===== src/rtl/load_store_unit.sv =====
// RISC-V load/store unit: decodes one memory op, runs a single-beat bus transfer
// with timeout, and returns an aligned/extended load result or an error cause.
module load_store_unit #(
    parameter int unsigned TIMEOUT_CYCLES = 255
) (
    input  logic        clk_i,
    input  logic        rst_ni,
    input  logic        lsu_valid_i,
    input  logic        lsu_we_i,
    input  logic [2:0]  lsu_funct3_i,
    input  logic [31:0] lsu_addr_i,
    input  logic [31:0] lsu_wdata_i,
    input  logic        flush_i,
    output logic        mem_req_o,
    output logic        mem_we_o,
    output logic [31:0] mem_addr_o,
    output logic [3:0]  mem_be_o,
    output logic [31:0] mem_wdata_o,
    input  logic        mem_ready_i,
    input  logic [31:0] mem_rdata_i,
    output logic        lsu_busy_o,
    output logic        lsu_done_o,
    output logic [31:0] lsu_rdata_o,
    output logic        lsu_err_o,
    output logic [1:0]  lsu_err_cause_o
);

    localparam int unsigned CNT_W = (TIMEOUT_CYCLES > 255) ? $clog2(TIMEOUT_CYCLES + 1) : 8;
    localparam logic [CNT_W-1:0] CNT_LAST = CNT_W'(TIMEOUT_CYCLES - 1);

    localparam logic [1:0] CAUSE_MISALIGN = 2'b01;
    localparam logic [1:0] CAUSE_ILLEGAL  = 2'b10;
    localparam logic [1:0] CAUSE_TIMEOUT  = 2'b11;

    typedef enum logic [1:0] {
        ST_IDLE = 2'b00,
        ST_BUS  = 2'b01,
        ST_RESP = 2'b10
    } state_e;

    function automatic logic f3_legal(input logic we, input logic [2:0] f3);
        logic ok;
        case (f3)
            3'b000, 3'b001, 3'b010: ok = 1'b1;
            3'b100, 3'b101:         ok = ~we;
            default:                ok = 1'b0;
        endcase
        return ok;
    endfunction

    function automatic logic misaligned(input logic [1:0] size, input logic [1:0] lo);
        logic bad;
        case (size)
            2'b00:   bad = 1'b0;
            2'b01:   bad = lo[0];
            2'b10:   bad = (lo != 2'b00);
            default: bad = 1'b0;
        endcase
        return bad;
    endfunction

    function automatic logic [3:0] byte_en(input logic [1:0] size, input logic [1:0] lo);
        logic [3:0] be;
        case (size)
            2'b00:   be = 4'b0001 << lo;
            2'b01:   be = 4'b0011 << lo;
            2'b10:   be = 4'b1111;
            default: be = 4'b0000;
        endcase
        return be;
    endfunction

    function automatic logic [31:0] lane_data(input logic [1:0] size, input logic [31:0] d);
        logic [31:0] r;
        case (size)
            2'b00:   r = {4{d[7:0]}};
            2'b01:   r = {2{d[15:0]}};
            default: r = d;
        endcase
        return r;
    endfunction

    // funct3[2] clear means signed (LB/LH); LW ignores it
    function automatic logic [31:0] load_ext(input logic [2:0] f3, input logic [1:0] lo,
                                             input logic [31:0] rd);
        logic [31:0] sh;
        logic        sgn;
        logic [31:0] r;
        sh  = rd >> {lo, 3'b000};
        sgn = ~f3[2];
        case (f3[1:0])
            2'b00:   r = {{24{sgn & sh[7]}}, sh[7:0]};
            2'b01:   r = {{16{sgn & sh[15]}}, sh[15:0]};
            default: r = rd;
        endcase
        return r;
    endfunction

    state_e           state_q, state_d;
    logic [CNT_W-1:0] cnt_q, cnt_d;
    logic             we_q, we_d;
    logic [2:0]       f3_q, f3_d;
    logic [1:0]       lo_q, lo_d;
    logic             flushed_q, flushed_d;
    logic             req_q, req_d;
    logic             mem_we_q, mem_we_d;
    logic [31:0]      addr_q, addr_d;
    logic [3:0]       be_q, be_d;
    logic [31:0]      wdata_q, wdata_d;
    logic [31:0]      rdata_q, rdata_d;
    logic             done_q, done_d;
    logic             err_q, err_d;
    logic [1:0]       cause_q, cause_d;

    // State register and all registered outputs
    always_ff @(posedge clk_i or negedge rst_ni) begin
        if (!rst_ni) begin
            state_q   <= ST_IDLE;
            cnt_q     <= {CNT_W{1'b0}};
            we_q      <= 1'b0;
            f3_q      <= 3'b000;
            lo_q      <= 2'b00;
            flushed_q <= 1'b0;
            req_q     <= 1'b0;
            mem_we_q  <= 1'b0;
            addr_q    <= 32'h0000_0000;
            be_q      <= 4'b0000;
            wdata_q   <= 32'h0000_0000;
            rdata_q   <= 32'h0000_0000;
            done_q    <= 1'b0;
            err_q     <= 1'b0;
            cause_q   <= 2'b00;
        end else begin
            state_q   <= state_d;
            cnt_q     <= cnt_d;
            we_q      <= we_d;
            f3_q      <= f3_d;
            lo_q      <= lo_d;
            flushed_q <= flushed_d;
            req_q     <= req_d;
            mem_we_q  <= mem_we_d;
            addr_q    <= addr_d;
            be_q      <= be_d;
            wdata_q   <= wdata_d;
            rdata_q   <= rdata_d;
            done_q    <= done_d;
            err_q     <= err_d;
            cause_q   <= cause_d;
        end
    end

    // Next-state, decode and bus/response control
    always_comb begin
        state_d   = state_q;
        cnt_d     = cnt_q;
        we_d      = we_q;
        f3_d      = f3_q;
        lo_d      = lo_q;
        flushed_d = flushed_q;
        req_d     = req_q;
        mem_we_d  = mem_we_q;
        addr_d    = addr_q;
        be_d      = be_q;
        wdata_d   = wdata_q;
        rdata_d   = rdata_q;
        done_d    = 1'b0;
        err_d     = 1'b0;
        cause_d   = 2'b00;
        case (state_q)
            ST_IDLE: begin
                if (lsu_valid_i && !flush_i) begin
                    we_d      = lsu_we_i;
                    f3_d      = lsu_funct3_i;
                    lo_d      = lsu_addr_i[1:0];
                    flushed_d = 1'b0;
                    if (!f3_legal(lsu_we_i, lsu_funct3_i)) begin
                        state_d = ST_RESP;
                        err_d   = 1'b1;
                        cause_d = CAUSE_ILLEGAL;
                    end else if (misaligned(lsu_funct3_i[1:0], lsu_addr_i[1:0])) begin
                        state_d = ST_RESP;
                        err_d   = 1'b1;
                        cause_d = CAUSE_MISALIGN;
                    end else begin
                        state_d  = ST_BUS;
                        cnt_d    = {CNT_W{1'b0}};
                        req_d    = 1'b1;
                        mem_we_d = lsu_we_i;
                        addr_d   = {lsu_addr_i[31:2], 2'b00};
                        be_d     = byte_en(lsu_funct3_i[1:0], lsu_addr_i[1:0]);
                        wdata_d  = lane_data(lsu_funct3_i[1:0], lsu_wdata_i);
                    end
                end else begin
                    state_d = ST_IDLE;
                end
            end
            ST_BUS: begin
                // A flush here only silences the response; the bus beat still finishes
                flushed_d = flushed_q | flush_i;
                if (mem_ready_i || (cnt_q == CNT_LAST)) begin
                    state_d  = ST_RESP;
                    req_d    = 1'b0;
                    mem_we_d = 1'b0;
                    addr_d   = 32'h0000_0000;
                    be_d     = 4'b0000;
                    wdata_d  = 32'h0000_0000;
                    if (flushed_d) begin
                        done_d = 1'b0;
                    end else if (mem_ready_i) begin
                        done_d = 1'b1;
                        if (!we_q) begin
                            rdata_d = load_ext(f3_q, lo_q, mem_rdata_i);
                        end else begin
                            rdata_d = rdata_q;
                        end
                    end else begin
                        err_d   = 1'b1;
                        cause_d = CAUSE_TIMEOUT;
                    end
                end else begin
                    cnt_d = cnt_q + CNT_W'(1);
                end
            end
            ST_RESP: begin
                state_d = ST_IDLE;
            end
            default: begin
                state_d = ST_IDLE;
            end
        endcase
    end

    // Stall request and flush-qualified response pulses
    always_comb begin
        lsu_busy_o = 1'b0;
        case (state_q)
            ST_IDLE: lsu_busy_o = rst_ni & lsu_valid_i & ~flush_i;
            ST_BUS:  lsu_busy_o = 1'b1;
            default: lsu_busy_o = 1'b0;
        endcase
        lsu_done_o = done_q & ~flush_i;
        lsu_err_o  = err_q & ~flush_i;
        if (lsu_err_o) begin
            lsu_err_cause_o = cause_q;
        end else begin
            lsu_err_cause_o = 2'b00;
        end
    end

    assign mem_req_o   = req_q;
    assign mem_we_o    = mem_we_q;
    assign mem_addr_o  = addr_q;
    assign mem_be_o    = be_q;
    assign mem_wdata_o = wdata_q;
    assign lsu_rdata_o = rdata_q;

endmodule

===== config.mk =====
export PLATFORM = sky130hd
export DESIGN_NAME = load_store_unit
export DESIGN_NICKNAME = d
export VERILOG_FILES = /design/src/rtl/load_store_unit.sv
export SDC_FILE = /design/constraint.sdc
export NUM_CORES = 1
export LEC_CHECK = 0
export ABC_AREA = 1
export CELL_PAD_IN_SITES_DETAIL_PLACEMENT = 1
export CELL_PAD_IN_SITES_GLOBAL_PLACEMENT = 1
export CORE_MARGIN = 3
export CORE_UTILIZATION = 25
export CTS_CLUSTER_SIZE = 10
export DETAILED_ROUTE_END_ITERATION = 16
export PLACE_DENSITY = 0.62
export RECOVER_POWER = 100
export SYNTH_ARGS = -nofsm -noshare
export SYNTH_HDL_FRONTEND = slang
export SYNTH_SLANG_ARGS = --single-unit

===== constraint.sdc =====
create_clock -name clk_i -period 2.16 [get_ports clk_i]
set_clock_uncertainty 0.2 [all_clocks]
set_input_delay 0.216 -clock clk_i [delete_from_list [all_inputs] [get_ports clk_i]]
set_output_delay 0.216 -clock clk_i [all_outputs]
set_load 0.03 [all_outputs]

==> flow_summary.ini <==
[status]
outcome = finished, final reports clean

[sta]
rsz0062_at_grt = no
tns_ps = 0
final_max_slew_viol_count = 0
fin_crit_ps = 2040
layout_setup_ws_ps = 118
period_share_pct = 94.6
clock.fmax_mhz = 490
setup_viol_count_final = 0
tightest_slew_ps = 1160
hold-worst-slack_ps = 148
hold_violations = 0
max-slew-margin-rel_pct = 22.4

[clock_tree]
cts_tree = yes
clockBufferDepth = 2
clkLatencyLatePin_ps = 420
cts-root-buf = clkbuf_16
htree_num_levels = 4
clock_sinks = 121
cts_buffers = 17
clk_pin_slew_ps = 80

[finish]
nFillCells = 3415
final_nets = 1317
diodes = 0
regArea_sq_um = 3030
drive_above_1_share_pct = 10.7
final_core_util_pct = 37.3
area_delta_synth_final_pct = 45.9
multi_input_area_sq_um = 3250

[floorplan]
die-area_sq_um = 30700
die_w_um = 175
die_y_um = 175
ioPinCount = 212
start_util_pct = 25.6
core_sq_um = 28000
fp-row-count = 61

[synth]
synth_xor_xnor_area_share_pct = 0.367
synth_fa_ha_area_share_pct = 0.874
synthCells = 989
synth_top_family_by_area = simple AND/OR/NAND/NOR gates
synth-compound-area-share_pct = 11.9
yosys_warnings = 0
syn_area_per_cell_sq_um = 7.24
synth_seq_area_share_pct = 42.3
synth_cell_type_count = 31
netlist_area_sq_um = 7160
ys_ff_latch = 121
yosys.area_share.simple_pct = 31.9
synthMuxAreaShare_pct = 0

[power_and_ir_drop]
peakVddDrop_mv = 0.492
leakage_nw = 5.47
power.density_nw_per_um2 = 1130

[detailed_routing]
wl_per_cell_um = 15.8
wl_mm = 25.2
via_count = 6875
ant_nets = 0
drc_errors = 0
first_iter_violations = 321
dr.pass1.iters = 4
vias_per_cell = 4.30

[critical_path]
crit_type = primary input to output port
crit_chain = dlygate4sd3_1 > nor2_1 > clkdlybuf4s50_1
end_kind = output port
critPathMaxStageDelay_ps = 680
path_max_fanout = 4
startpoint_type = primary input
cpMaxStageDelayCell = clkdlybuf4s50_1
cp.required_ps = 1740
critPathArrivalTime_ps = 1630

[global_routing]
grt_pass1_vias = 7170
gr-total-overflow = 0
antenna_found_initial = 0
grt_use_total_pct = 16.5
grt_pass1_wl_mm = 40.0
grt_max_degree = 122

[min_path]
min_path_type = primary input to flip-flop

[place]
dpl.hpwl_mm = 18.2
post-place-ws_ps = -161
numPortBuffers = 209
gp_congestion = 0.774

[job]
cap_violations = 0
==> cell usage after synthesis (all sizes together) <==
cell / number / share of area (%)
nand2: 286 / 15
inv: 157 / 8.2
dfrtp: 121 / 42
nand3: 116 / 8.4
nor2: 106 / 6.2
o21bai: 69 / 8.3
buf: 46 / 4.0
o21ai: 25 / 1.7
a21oi: 18 / 1.3
or2: 16 / 1.4
clkbuf: 8 / 0.42
o211ai: 6 / 0.63
ha: 5 / 0.87
nand4: 3 / 0.26
xor2: 3 / 0.37
and3: 2 / 0.17
conb: 1 / 0.052
nor3: 1 / 0.070
==> worst max-delay path: cells and delay by family <==
kind / cells / cell delay, ps
buf+inv: 2 / 1280
simple gates: 1 / 130
==> layout make-up <==
cell class                      count  share of cell area [%]
Clock buffer                       17                    4.07
Tap cell                          378                    4.53
Multi-Input combinational cell    658                    31.1
Timing Repair Buffer              252                    24.2
Clock inverter                     15                    1.51
Inverter                          157                    5.64
Sequential cell                   121                    29.0
==> timing repair <==
item                                    4_1_cts  5_1_grt
gates resized for setup                       0        5
endpoints found under the setup margin        0       71
hold buffers                                  1        0
setup buffers                                 0        0
endpoints found under the hold margin       121        0
==> cells in the final DEF, fill, tap and decap left out, types with 18 or more instances in the layout <==
cell type / Yosys / layout
a21oi_1: 18 / 18
buf_4: 8 / 28
clkdlybuf4s50_1: 0 / 103
dfrtp_1: 121 / 120
dlygate4sd3_1: 0 / 102
inv_1: 149 / 148
nand2_1: 279 / 280
nand3_1: 112 / 114
nor2_1: 100 / 99
o21ai_0: 21 / 23
o21bai_1: 49 / 48
o21bai_2: 20 / 20
==> kinds of logic after synthesis <==
group | Yosys count
AOI/OAI and AO/OA | 118
xor gates and xnor gates | 3
adders and majority gates | 5
buffers and inverters | 211
DFF | 121
other | 1
and+or+nand+nor | 530
==> sequential cells by signal, summed over array words and instances (netlist names) <==
signal / flops
lo_q: 2
mem_be_o: 4
done_q: 1
state_q: 2
err_q: 1
flushed_q: 1
f3_q: 3
cnt_q: 8
cause_q: 2
mem_req_o: 1
lsu_rdata_o: 32
we_q: 1
mem_wdata_o: 32
mem_addr_o: 30
mem_we_o: 1
==> power by group <==
part,switching [mW],leakage (nW),total [mW],internal (mW)
Sequential,0.448,1.59,3.48,3.03
Combinational,3.34,3.61,5.44,2.09
Clock,1.27,0.276,2.91,1.64
Total,5.06,5.47,11.8,6.76
==> routing by layer <==
metal	wire length [um]	track usage (%)	vias to the layer above
li1	-	-	3478
met2	12100	27.7	131
met3	1050	3.05	21
met4	448	4.85	0
met1	11600	21.7	3245
met5	0	0	-
==> metrics by stage <==
step           power (mW)  instances  cell area (sq um)
2_1_floorplan        6.80        990               7170
3_3_place_gp         9.24       1565               9930
3_5_place_dp         9.33       1565               9930
4_1_cts              12.3       1598              10500
5_1_grt              12.6       1598              10400
6_report             11.8       1598              10400
==> worst paths after layout <==
kind / start / to / slack [ps] / cells past startpoint
max in group asynchronous: rst_ni / cnt_q[0]$_DFFE_PN0P_ / 310 / 3
hold reg to reg: lsu_rdata_o[3]$_DFFE_PN0P_ / lsu_rdata_o[3]$_DFFE_PN0P_ / 280 / 2
min in group asynchronous: rst_ni / flushed_q$_DFFE_PN0P_ / 650 / 3
hold / removal: lsu_addr_i[31] / mem_addr_o[31]$_DFFE_PN0P_ / 150 / 3
setup / recovery: flush_i / lsu_done_o / 120 / 3
setup reg to reg: state_q[1]$_DFFE_PN0P_ / lsu_rdata_o[14]$_DFFE_PN0P_ / 180 / 7
Note: power is estimated with default switching activity, not from simulation.
